--- src/rtl/ntt_pkg.sv ---
// ntt_pkg: shared Kyber modulus constants and coefficient types for the NTT datapath.
package ntt_pkg;
    localparam logic [15:0] Q_KYBER  = 16'd3329;
    localparam logic [31:0] MU_KYBER = 32'h13AFB7;
    typedef logic [15:0] coeff_t;
    typedef logic [31:0] wide_t;
endpackage

--- src/rtl/barrett_pipe.sv ---
// barrett_pipe: 3-stage Barrett reduction c mod Q with id tag and a single global advance.
module barrett_pipe
    import ntt_pkg::*;
#(
    parameter int          ID_W = 2,
    parameter logic [15:0] Q    = Q_KYBER,
    parameter logic [31:0] MU   = MU_KYBER
) (
    input  logic            clk,
    input  logic            rst,
    input  logic            advance,
    input  logic            in_valid,
    input  logic [ID_W-1:0] in_id,
    input  logic [31:0]     in_c,
    output logic            out_valid,
    output logic [ID_W-1:0] out_id,
    output logic [15:0]     out_data,
    output logic            busy
);
    logic            v1, v2;
    logic [ID_W-1:0] id1, id2;
    wide_t           c1, c2, qhat, qhat_n, r0, r1, r2;

    // qhat never exceeds floor(c/Q), so r0 lies in [0, 3Q)
    assign qhat_n = wide_t'(({32'd0, c1} * {32'd0, MU}) >> 32);
    assign r0     = c2 - qhat * {16'd0, Q};
    assign r1     = (r0 >= {16'd0, Q}) ? r0 - {16'd0, Q} : r0;
    assign r2     = (r1 >= {16'd0, Q}) ? r1 - {16'd0, Q} : r1;
    assign busy   = v1 | v2 | out_valid;

    always_ff @(posedge clk) begin
        if (rst) begin
            v1        <= 1'b0;
            v2        <= 1'b0;
            out_valid <= 1'b0;
            id1       <= '0;
            id2       <= '0;
            out_id    <= '0;
            c1        <= '0;
            c2        <= '0;
            qhat      <= '0;
            out_data  <= '0;
        end else if (advance) begin
            v1        <= in_valid;
            v2        <= v1;
            out_valid <= v2;
            if (in_valid) begin
                id1 <= in_id;
                c1  <= in_c;
            end
            if (v1) begin
                id2  <= id1;
                c2   <= c1;
                qhat <= qhat_n;
            end
            if (v2) begin
                out_id   <= id2;
                out_data <= coeff_t'(r2);
            end
        end
    end
endmodule

--- src/rtl/barrett_arbiter.sv ---
// barrett_arbiter: round-robin share of one Barrett reducer among NUM_REQ requesters.
// Define BARRETT_ARB_STATS_EN to add saturating per-requester accept counters on grant_cnt.
module barrett_arbiter
    import ntt_pkg::*;
#(
    parameter int          NUM_REQ = 4,
    parameter int          ID_W    = $clog2(NUM_REQ),
    parameter logic [15:0] Q       = Q_KYBER,
    parameter logic [31:0] MU      = MU_KYBER
) (
    input  logic                 clk,
    input  logic                 rst,
    input  logic [NUM_REQ-1:0]   req_valid,
    input  logic [NUM_REQ*32-1:0] req_data,
    output logic [NUM_REQ-1:0]   req_ready,
    output logic                 rsp_valid,
    output logic [ID_W-1:0]      rsp_id,
    output logic [15:0]          rsp_data,
    input  logic                 rsp_ready,
    output logic                 busy
`ifdef BARRETT_ARB_STATS_EN
    ,
    output logic [NUM_REQ*16-1:0] grant_cnt
`endif
);
    logic            advance, found, transfer;
    logic [ID_W-1:0] rr_ptr, winner, idx;
    wide_t           sel;

    assign advance = !(rsp_valid && !rsp_ready);

    // descending scan so the requester closest to rr_ptr is written last and wins
    always_comb begin
        found  = 1'b0;
        winner = '0;
        idx    = '0;
        for (int k = NUM_REQ - 1; k >= 0; k--) begin
            idx = ID_W'((int'(rr_ptr) + k) % NUM_REQ);
            if (req_valid[idx]) begin
                found  = 1'b1;
                winner = idx;
            end
        end
    end

    assign transfer  = advance && found && !rst;
    assign req_ready = transfer ? NUM_REQ'(1) << winner : '0;
    assign sel       = req_data[{winner, 5'd0} +: 32];

    always_ff @(posedge clk) begin
        if (rst) rr_ptr <= '0;
        else if (transfer) rr_ptr <= (winner == ID_W'(NUM_REQ - 1)) ? '0 : winner + 1'b1;
    end

    barrett_pipe #(.ID_W(ID_W), .Q(Q), .MU(MU)) u_pipe (
        .clk      (clk),
        .rst      (rst),
        .advance  (advance),
        .in_valid (transfer),
        .in_id    (winner),
        .in_c     (sel),
        .out_valid(rsp_valid),
        .out_id   (rsp_id),
        .out_data (rsp_data),
        .busy     (busy)
    );

`ifdef BARRETT_ARB_STATS_EN
    logic [15:0] cnt [NUM_REQ];

    always_ff @(posedge clk) begin
        for (int i = 0; i < NUM_REQ; i++) begin
            if (rst) cnt[i] <= '0;
            else if (req_ready[i] && req_valid[i] && cnt[i] != 16'hFFFF) cnt[i] <= cnt[i] + 16'd1;
        end
    end

    always_comb begin
        grant_cnt = '0;
        for (int i = 0; i < NUM_REQ; i++) grant_cnt[16*i +: 16] = cnt[i];
    end
`endif
endmodule

--- config.mk ---
export PLATFORM = sky130hd
export DESIGN_NAME = barrett_arbiter
export DESIGN_NICKNAME = d
export VERILOG_FILES = /design/src/rtl/ntt_pkg.sv /design/src/rtl/barrett_pipe.sv /design/src/rtl/barrett_arbiter.sv
export SDC_FILE = /design/constraint.sdc
export NUM_CORES = 1
export LEC_CHECK = 0
export ABC_CLOCK_PERIOD_IN_PS = 9000
export BUFFER_PORTS_ARGS = -buffer_cell sky130_fd_sc_hd__clkbuf_2
export CAP_MARGIN = 20
export CORE_AREA = 10 10 242 244
export DETAILED_ROUTE_END_ITERATION = 10
export DIE_AREA = 0 0 252 254
export GPL_TIMING_DRIVEN = 0
export HOLD_SLACK_MARGIN = 0.02
export PLACE_DENSITY = 0.67
export SLEW_MARGIN = 20
export SYNTH_ARGS = -nofsm -noshare
export SYNTH_HDL_FRONTEND = slang
export SYNTH_SLANG_ARGS = --single-unit
export TNS_END_PERCENT = 10
--- constraint.sdc ---
create_clock -name clk -period 9 [get_ports clk]
set_input_delay 1.35 -clock clk [delete_from_list [all_inputs] [get_ports clk]]
set_output_delay 1.35 -clock clk [all_outputs]
set_load 0.01 [all_outputs]
# == Yosys cells after proc, flatten, opt, wreduce, memory -nomap -nowiden ==
# Index checks and enable logic that the tools add are counted.
# word_totals
rom_bits,0
output_inout_bits,24
regBits,112
mem_bits_rw,0
n_memories,0
inputBits,135
elab_cells,61
latchBits,0
# op_classes
eq_ne,1
n_reduce_logical,9
multipliers,2
n_lt_le_gt_ge,6
n_shift,2
n_bitwise,3
div_mod_pow,0
add_sub_neg,7
muxes,20
# ops
op,count
$shiftx 128x8->32,1
$ge 32x12->1 const B,2
$mul 32x21->53 const B,1
$mul 21x12->32 const B,1
$mux 32,1
$sub 32x12->32 const B,1
$sub 32x32->32,1
$mux 16,1
$sub 16x12->16 const B,1
$lt 2x3->1 const B,4
$mux 2,5
$bmux 1 s2,4
$mux 1,8
$reduce_and 2->1,3
$add 2x1->2 const B,2
$add 2x2->2 const B,2
$mux 4,1
$shl 1x2->4 const A,1
$logic_and 1x1->1,3
$logic_not 1->1,3
$eq 2x2->1 const B,1
$or 1x1->1,2
$not 1->1,1

# == Longest topological paths before layout ==
# Gate-level depths: netlist (run 1).
# logic_depth
word_depth,10
depth_mapped,33
ltp_nobuf,30

# == Modules after synthesis ==
# Synthesis (run 1) repeated with hierarchy kept, for this count alone.
# unflattened
hier_cells,2632
hier_area_um2,23500.0
# by_module_without_submodules
module,area_each_um2,cells_per_inst,seq_area_each_um2,instances
barrett_pipe,22202.5,2498,2202.1,1
barrett_arbiter,1297.5,134,40.0,1

# == Least setup slack after synthesis (run 1) ==
# Ideal clock, no wire load.
# synth_path
kind,reg2reg
start,register u_pipe.qhat[5]
end,register u_pipe.out_data[9]
synth_period_minus_slack_ns,7.135
n_path_buf,3
setup_ns,0.079
t_required_ns,8.921
arrival_ns,7.055
slack_ns,1.865
stages_incl_launch_ff,32
path_cell_list,dfxtp_1 ha_1 inv_1 fa_1 inv_1 ha_1 inv_1 fa_1 inv_1 fa_1 inv_1 ha_1 clkbuf_1 a21oi_1 o21ai_0 a21o_1 or3_1 a2111o_1 nor4_4 and3_1 nand3_1 clkbuf_1 a21oi_1 ha_1 nand2b_1 mux2i_2 nor4b_4 a21o_4 buf_4 a21oi_2 xnor2_1 a211oi_2
# synth_via
elab_chain_len,6
elab_cells_between_ends,8
cone_classes,add/sub (3); mul (1); order compare (2); mux (2)
# synth_rtl
element,line,source
start: declaration,barrett_pipe.sv:22,"wide_t c1, c2, qhat, qhat_n, r0, r1, r2;"
start signal: assignment,barrett_pipe.sv:54,qhat <= qhat_n;
$mul 21x12->32 *,barrett_pipe.sv:26,"assign r0 = c2 - qhat * {16'd0, Q};"
$sub 32x32->32 *,barrett_pipe.sv:26,
$sub 32x12->32 or $ge 32x12->1 (tied branches),barrett_pipe.sv:27,"assign r1 = (r0 >= {16'd0, Q}) ? r0 - {16'd0, Q} : r0;"
$mux 32 *,barrett_pipe.sv:27,
$ge 32x12->1 or $sub 16x12->16 (tied branches),barrett_pipe.sv:28,"assign r2 = (r1 >= {16'd0, Q}) ? r1 - {16'd0, Q} : r1;"
$mux 16 *,barrett_pipe.sv:28,
end signal: assignment,barrett_pipe.sv:58,out_data <= coeff_t'(r2);
end: declaration,barrett_pipe.sv:17,"output logic [15:0] out_data,"
# Every way passes the cells marked *; elsewhere a longest branch is shown, timed or not.
# A chain may end at the register's enable or synchronous reset.

# == Final worst setup path (run 1) ==
# layout_path
start,register u_pipe.qhat[10]
end,register u_pipe.out_data[5]
# The elaborated chain is that of the path after synthesis.

==> results of run 1 <==
-- tightest hold or removal path: stages (launching register included) --
cell and delay (ns):
dfxtp_1 0.32, nand3_1 0.06, nand2_1 0.04
-- per-stage QoR --
stage / hold WS (ns) / instances / cell area, um^2 / setup slack, ns / util [%]
3_3_place_gp: 0.4402 / 3683 / 25670 / 0.4171 / 47.89
6_report: 0.4576 / 3698 / 26000 / 0.4790 / 48.51
2_1_floorplan: 0.4321 / 2829 / 24010 / 1.865 / -
5_1_grt: 0.4681 / 3698 / 26000 / 0.08786 / 48.51
3_5_place_dp: 0.4466 / 3683 / 25680 / 0.4088 / 47.90
4_1_cts: 0.4583 / 3699 / 25980 / 0.3909 / 48.46
-- cell usage in the layout (no fill, tap or decap), types with 7 or more instances in the layout --
master / n
a21o_1: 29
clkbuf_16: 9
and4_1: 8
a211oi_1: 13
buf_1: 7
xor2_1: 21
o21ai_0: 101
o31ai_1: 9
ha_1: 369
nand2_1: 240
mux2i_1: 11
a21oi_1: 145
o21ai_1: 12
xnor2_1: 33
and2_1: 19
buf_2: 7
nor2_1: 170
clkbuf_1: 63
a31oi_1: 10
or3_1: 12
nand2b_1: 14
o21a_1: 13
and3_1: 12
fa_1: 372
dfxtp_1: 112
nand4_1: 18
nor3_1: 24
nor2b_1: 13
o211ai_1: 10
nand3_1: 103
inv_1: 713
clkbuf_2: 159
-- area by class of cell --
| cell class | count | area [um^2] |
|---|---|---|
| fill | 5240 | 27600 |
| inverter | 714 | 2680 |
| multi-input combinational | 1918 | 18760 |
| clock inverter | 6 | 71.32 |
| clock buffer | 10 | 229.0 |
| timing repair buffer | 158 | 790.8 |
| tap | 696 | 870.8 |
| sequential | 112 | 2242 |
| buffer | 84 | 359.1 |
-- worst min-delay path by stage --
stage / from / end / slack, ns / cells after the start
floorplan: u_pipe.id1[0] / u_pipe.id2[0] / 0.43 / 2
global placement: u_pipe.out_data[14] / u_pipe.out_data[14] / 0.44 / 2
detailed placement: u_pipe.out_data[14] / u_pipe.out_data[14] / 0.45 / 2
CTS: u_pipe.out_data[14] / u_pipe.out_data[14] / 0.46 / 2
global route: u_pipe.out_data[5] / u_pipe.out_data[5] / 0.47 / 2
finish: u_pipe.out_data[14] / u_pipe.out_data[14] / 0.46 / 2
-- metal layers --
| layer | routed length, um | GRT usage [%] | vias to the layer above |
|---|---|---|---|
| li1 | - | - | 9293 |
| met1 | 31190 | 30.08 | 9567 |
| met2 | 32110 | 36.83 | 683 |
| met3 | 5597 | 3.943 | 92 |
| met4 | 2025 | 6.820 | 0 |
| met5 | 0 | 0 | - |
-- flip-flops by register name, indices dropped and copies added, names as in the netlist, 2 cells and up --
register / cells
rr_ptr: 2
u_pipe.c1: 32
u_pipe.c2: 32
u_pipe.id1: 2
u_pipe.id2: 2
u_pipe.out_data: 16
u_pipe.out_id: 2
u_pipe.qhat: 21
-- cells in the mapped netlist (25+ instances only) --
master    count  share of area [%]
nor2_1      170                2.7
ha_1        369                 19
inv_1       713                 11
a21oi_1     146                3.0
xnor2_1      33                1.2
nand3_1     103                2.1
dfxtp_1     112                9.3
clkbuf_1     64                1.0
nand2_1     240                3.8
o21ai_0     103                2.1
nor3_1       25               0.52
a21o_1       29               0.91
fa_1        372                 31
-- cells by family (layout without fill, tap and decap cells) --
family,Yosys count,after routing,synth area share (%)
buf+inv,799,972,12.67
fa+ha+maj,741,741,50.25
simple gates,678,678,13.35
compound gates,427,427,11.53
flops,112,112,9.339
xor+xnor,59,59,2.309
mux,13,13,0.5628
-- what timing repair did --
item                       4_1_cts  5_1_grt
setup endpoints to repair        0       16
hold buffers                     0        0
resized for setup                0        7
==> summary.md, run 1 <==
| Metric | Value |
|---|---|
| Top_reg_cell synth | dfxtp_1 |
| Die footprint | about 64000 um^2 |
| Worst Tran Pin Value | 1.191 ns |
| DR vias/cell | about 5.3 |
| GRT Util Overall | 22.58% |
| Iteration-0 DRC Markers | 1487 |
| Mapped Avg Cell Area | ~8.5 um^2 |
| Hold Crit Class | flip-flop to flip-flop |
| Largest stage delay, worst path | 0.62 ns |
| Yosys reg bits | around 110 |
| Critical Path Sink | u_pipe.out_data[5] |
| CTS tree | built |
| Antenna Violating Nets Remaining | 0 |
| Fin Setup TNS | 0 ns |
| Grt ovf | 0 |
| Startpoint types | flip-flop |
| Clock root cell | clkbuf_16 |
| Crit path capture type | flip-flop |
| Placeable Area | 53600 um^2 |
| Vias in the first global route | between 15000 and 20000 |
| First-pass GRT wire length | 111.0 mm |
| Fmax achieved | between 0.1 and 0.15 GHz |
| Die width | 252 um |
| Ant diodes | 0 |
| Pin count of the biggest net entering global routing | 22 |
| Worst reg2reg setup slack | 0.48 ns |
| Via count | 19635 |
| Clk_skew | about 0.016 ns |
| RSZ-0062 raised after global routing | false |
| Most frequent CP cell | ha_1 |
| Area of the mapped netlist | 24010 um^2 |
| Max Cap Viol | 0 |
| Initial Utilization | 44.79% |
| Min Tclk post-route | between 8 and 9 ns |
| CP max FO | 10 |
| Worst Setup SP | u_pipe.qhat[10] |
| First-pass iteration count of the detailed router | 5 |
| EDFF count, synth | 0 |
| Synth cell types | 100 |
| Row cnt | 85 |
| Wirelength per Cell | 19.18 um |
| Seq/Total Area, Yosys | 9.339% |
| Critical path depth in cells | 29 |
| NumNets Final | 3873 |
| Max Root-Sink Buffers | 2 |
| Clock transition at path regs | 0.09 ns |
| Final Hold Viols | 0 |
| I/O pins | 159 |
| Crit path DAT | ~9 ns |
| R2R depth | 29 |
| Net Count, Synth | 3705 |
| Relative max-transition margin | 20.60% |
| Die Y | about 250 um |
| Final Max Tran Viols | 0 |
| FF-to-FF End | u_pipe.out_data[5] |
| Final period util | 94.68% |
| FF-to-FF Start | u_pipe.qhat[10] |
| Post-DP HPWL | 61.63 mm |
| Final setup violation count | 0 |
| Critical path buffers and inverters | 6 |
| Delay-heaviest family, CP | adder cells |
| Buffers on Ports | 158 |
| Area Growth Syn to Fin | 8.301% |
| Routed wire length | approximately 71 mm |
| Initial antenna violation count | 1 |
| Status | complete, no violations |
| Worst Path Required | ~9.3 ns |
| Synth Instances | 2829 |
| Total CTS buffers | 9 |
| GPL Wtd Cong | 0.9750 |
| Worst-Skew Late Latency | between 0.4 and 0.5 ns |
| H-tree depth | 3 |
| Post-CTS Setup Bufs | 0 |
| Clock sink count | 112 |
| Crit-path slowest cell | or4_1 |
| Drt drc | 0 |
| Share of cells above drive strength 1 | 8.294% |
| Crit path kind | flip-flop to flip-flop |
| Synth warn | 0 |
| Async set-reset flop share out of synthesis | 0% |
Power of run 1 is left out: the tool's default activity adds up to more than one toggle a clock period on the data nets, which glitch-free logic cannot reach.
==> run 2: changes to the inputs <==
--- a/config.mk
+++ b/config.mk
@@ -14,6 +14,7 @@
 export GPL_TIMING_DRIVEN = 0
 export HOLD_SLACK_MARGIN = 0.02
 export PLACE_DENSITY = 0.67
+export REMOVE_ABC_BUFFERS = 1
 export SLEW_MARGIN = 20
 export SYNTH_ARGS = -nofsm -noshare
 export SYNTH_HDL_FRONTEND = slang
==> summary.md, run 2 (synthesis gave the netlist of run 1 again) <==
| Metric | Value |
|---|---|
| Clock transition at path regs | about 0.070 ns |
| Post-CTS Setup Bufs | 0 |
| Die width | 252 um |
| Antenna Violating Nets Remaining | 0 |
| FF+latch area | 2242 um^2 |
| Ant diodes | 0 |
| Pin count of the biggest net entering global routing | 67 |
| Most frequent cells in the layout | inv_1, fa_1, ha_1, nand2_1, nor2_1 |
| First-pass iteration count of the detailed router | 5 |
| Crit-path slowest cell | fa_1 |
| Die footprint | 64010 um^2 |
| Cell Count, Final, Fillers Out | 3619 |
| Area of the multi-input gates | 18770 um^2 |
| Routed wire length | 59.69 mm |
| GRT Util Overall | 19.32% |
| DR vias/cell | 5.094 |
| Status | complete, no violations |
| Largest stage delay, worst path | around 0.53 ns |
| Clk_skew | around 0.016 ns |
| PostCTS Resize Cnt | 0 |
| Inst Count DP | ~3600 |
| Crit path DAT | 8.78 ns |
| Max Root-Sink Buffers | 2 |
| Clock sink count | 112 |
| # fillers | 5295 |
| Drt drc | 0 |
| Worst-Skew Late Latency | 0.39 ns |
| Area Growth Syn to Fin | 7.306% |
| CP max FO | 15 |
| Fin Setup TNS | 0 ns |
| Clock root cell | clkbuf_16 |
| Final period util | 94.17% |
| Crit path capture type | flip-flop |
| Min Tclk post-route | 8.475 ns |
| RSZ-0062 raised after global routing | false |
| First-pass GRT wire length | 98.35 mm |
| Share of cells above drive strength 1 | 8.245% |
| Grt ovf | 0 |
| Fmax achieved | around 0.12 GHz |
| CTS tree | built |
| Crit path kind | flip-flop to flip-flop |
| Worst Path Required | a little over 9 ns |
| Startpoint types | flip-flop |
| Final setup violation count | 0 |
| Iteration-0 DRC Markers | 919 |
| Placeable Area | 53600 um^2 |
| Relative max-transition margin | 40.94% |
| GPL Wtd Cong | 0.9297 |
| Hold Crit Class | flip-flop to flip-flop |
| Most common cell after layout, fill and taps aside | inv_1 |
| Row cnt | 85 |
| Wirelength per Cell | 16.49 um |
| H-tree depth | 3 |
| NumNets Final | about 3800 |
| Post-DP HPWL | 51.33 mm |
| Final Hold Viols | 0 |
| Via count | 18435 |
| Max Cap Viol | 0 |
| Vias in the first global route | 18747 |
| Buffers on Ports | 158 |
| Final Max Tran Viols | 0 |
| Post-CTS Hold Buffers | 0 |
| I/O pins | 159 |
| Die Y | around 250 um |
| Worst Tran Pin Value | 0.8810 ns |
| Most frequent CP cell | inv_1 |
| Largest regs | u_pipe.c1 (32), u_pipe.c2 (32), u_pipe.qhat (21) |
| Total CTS buffers | 9 |
| Initial Utilization | 44.79% |
| Initial antenna violation count | 0 |
-- run 2: cell type report --
cell class,count,share of cell area [%]
clock buffers,11,0.9033
clock inverters,4,0.08742
well taps,696,3.380
flip-flops and latches,112,8.703
repair buffers,164,3.662
inverters,714,10.42
multi-input cells,1918,72.84
-- run 2: final timing paths --
check / slack, ns / to / from / depth (start not counted)
worst max-delay path: 0.52 / u_pipe.out_data[2] / u_pipe.qhat[8] / 29
worst min-delay path: 0.45 / u_pipe.out_data[1] / u_pipe.out_data[1] / 2
worst min register to register: 0.45 / u_pipe.out_data[1] / u_pipe.out_data[1] / 2
worst max register to register: 0.52 / u_pipe.out_data[2] / u_pipe.qhat[8] / 29
-- run 2: stage by stage --
step / utilization, % / area, um^2 / hold WS [ns] / worst slack (ns)
after floorplan: - / 23650 / 0.4260 / 1.821
after CTS: 48.06 / 25760 / 0.4545 / 0.6724
after detailed placement: 47.59 / 25510 / 0.4440 / 0.7234
after global placement: 47.22 / 25310 / 0.4399 / 0.07997
final: 48.06 / 25760 / 0.4521 / 0.5247
after global routing: 48.06 / 25760 / 0.4711 / 0.05853
-- run 2: layer usage --
layer | vias to the layer above | share of wire, % | GRT usage (%)
met3 | 55 | 5.1 | 3.208
li1 | 9154 | - | -
met1 | 8836 | 47 | 26.27
met2 | 390 | 46 | 31.72
met5 | - | 0 | 0
met4 | 0 | 1.7 | 4.154
-- run 2: critical path: cells and delay by family (launching register included) --
family | cells | cell delay (ns)
fa+ha+maj | 7 | 2.94
compound gates | 8 | 2.57
simple gates | 7 | 1.83
flops | 1 | 0.42
mux | 2 | 0.38
buf+inv | 5 | 0.23
Power of run 2 is left out for the same reason.
==> run 3: changes to the inputs <==
--- a/config.mk
+++ b/config.mk
@@ -11,9 +11,9 @@
 export CORE_AREA = 10 10 242 244
 export DETAILED_ROUTE_END_ITERATION = 10
 export DIE_AREA = 0 0 252 254
-export GPL_TIMING_DRIVEN = 0
 export HOLD_SLACK_MARGIN = 0.02
 export PLACE_DENSITY = 0.67
+export RECOVER_POWER = 100
 export REMOVE_ABC_BUFFERS = 1
 export SLEW_MARGIN = 20
 export SYNTH_ARGS = -nofsm -noshare
==> summary.md, run 3 (synthesis gave the netlist of run 1 again) <==
| Metric | Value |
|---|---|
| Via count | 18580 |
| NumNets Final | 3802 |
| Max Root-Sink Buffers | 2 |
| Final Hold Viols | 0 |
| Most common cell after layout, fill and taps aside | inv_1 |
| Pin count of the biggest net entering global routing | 67 |
| Final Max Tran Viols | 277 |
| Hold Path Depth | 2 |
| Iteration-0 DRC Markers | 965 |
| Delay-heaviest family, CP | adder cells |
| Clk_skew | roughly 0.010 ns |
| Clock transition at path regs | approximately 0.070 ns |
| CP max FO | 15 |
| Drt drc | 0 |
| Failing checks | capacitance limit, slew limit |
| Die Y | between 200 and 300 um |
| Worst reg2reg setup slack | 0.95 ns |
| Worst Tran Pin Value | 3.028 ns |
| H-tree depth | 3 |
| Share of cells above drive strength 1 | roughly 7.3% |
| Crit path capture type | flip-flop |
| Post-DP HPWL | approximately 54 mm |
| Most frequent cells in the layout | inv_1, fa_1, ha_1, nand2_1, nor2_1 |
| Startpoint types | flip-flop |
| Die width | approximately 250 um |
| Initial Utilization | 44.79% |
| Worst Path Required | 9.31 ns |
| RSZ-0062 raised after global routing | false |
| Final period util | between 80 and 90% |
| Antenna Violating Nets Remaining | 0 |
| Total CTS buffers | 9 |
| Die footprint | 64010 um^2 |
| Vias in the first global route | approximately 19000 |
| Hold Crit Class | flip-flop to flip-flop |
| Clock root cell | clkbuf_16 |
| DR vias/cell | 5.123 |
| Relative max-transition margin | -101.9% |
| Pre-CTS setup slack | between 1 and 1.5 ns |
| R2R depth | 30 |
| Fmax achieved | 0.1243 GHz |
| GRT Util Overall | 20.44% |
| PostCTS Resize Cnt | 0 |
| Crit-path slowest cell | nor4_1 |
| Crit path DAT | 8.36 ns |
| Buffers on Ports | approximately 160 |
| Fin Setup TNS | 0 ns |
| Final setup violation count | 0 |
| Ant diodes | 0 |
| First-pass iteration count of the detailed router | 6 |
| Wirelength per Cell | approximately 17 um |
| Post-CTS Setup Bufs | 0 |
| Row cnt | 85 |
| Critical path depth in cells | 30 |
| Most frequent CP cell | inv_1 |
| Largest regs | u_pipe.c1 (32), u_pipe.c2 (32), u_pipe.qhat (21) |
| Crit path kind | flip-flop to flip-flop |
| First-pass GRT wire length | 103.3 mm |
| Min Tclk post-route | 8.046 ns |
| Routed wire length | 62.90 mm |
| Post-CTS Hold Buffers | 0 |
| GPL Wtd Cong | roughly 0.95 |
| Status | finished with violations |
| CTS tree | built |
| Grt ovf | 0 |
| Fin worst setup slack | 0.9536 ns |
| Max Cap Viol | 6 |
| Initial antenna violation count | 0 |
| Largest stage delay, worst path | 0.59 ns |
| Worst-Skew Late Latency | 0.40 ns |
| Critical path buffers and inverters | 6 |
| Area Growth Syn to Fin | 6.676% |
| I/O pins | ~160 |
| Clock sink count | about 110 |
| Placeable Area | 53600 um^2 |
[run 3: per-stage QoR]
step / std cells / hold slack, ns / instance area (um^2) / utilization (%)
2_1_floorplan: 2744 / 0.4260 / 23650 / -
3_3_place_gp: 3611 / 0.4409 / 25430 / 47.44
3_5_place_dp: 3611 / 0.4421 / 25430 / 47.44
4_1_cts: 3627 / 0.4523 / 25690 / 47.94
5_1_grt: 3627 / 0.4724 / 25610 / 47.78
6_report: 3627 / 0.4476 / 25610 / 47.78
[run 3: worst reg2reg max path: cells and delay by family (launching register included)]
kind                       cells  cell delay (ns)
AOI/OAI and AO/OA              8             2.01
adders and majority gates      7             2.79
and+or+nand+nor                7             1.64
xor gates and xnor gates       1             0.45
buffers and inverters          6             0.43
DFF                            1             0.38
muxes                          1             0.25
[run 3: final timing paths]
kind,startpoint,endpoint
setup / recovery,u_pipe.qhat[2],u_pipe.out_data[2]
hold / removal,u_pipe.out_data[1],u_pipe.out_data[1]
setup reg to reg,u_pipe.qhat[2],u_pipe.out_data[2]
hold reg to reg,u_pipe.out_data[1],u_pipe.out_data[1]
[run 3: per-layer routing]
layer / vias up / global-route usage, % / part of all wire, %
met4: 0 / 3.722 / 1.2
met1: 8902 / 27.63 / 47
met2: 474 / 33.43 / 46
met5: - / 0 / 0
li1: 9156 / - / -
met3: 48 / 4.280 / 5.7
[run 3: area by class of cell]
class | count | area, um^2
Clock buffer | 13 | 250.2
Clock inverter | 3 | 17.52
Fill cell | 5281 | 27990
Inverter | 714 | 2680
Multi-Input combinational cell | 1918 | 18710
Sequential cell | 112 | 2242
Tap cell | 696 | 870.8
Timing Repair Buffer | 171 | 840.8
Power of run 3 is left out for the same reason.
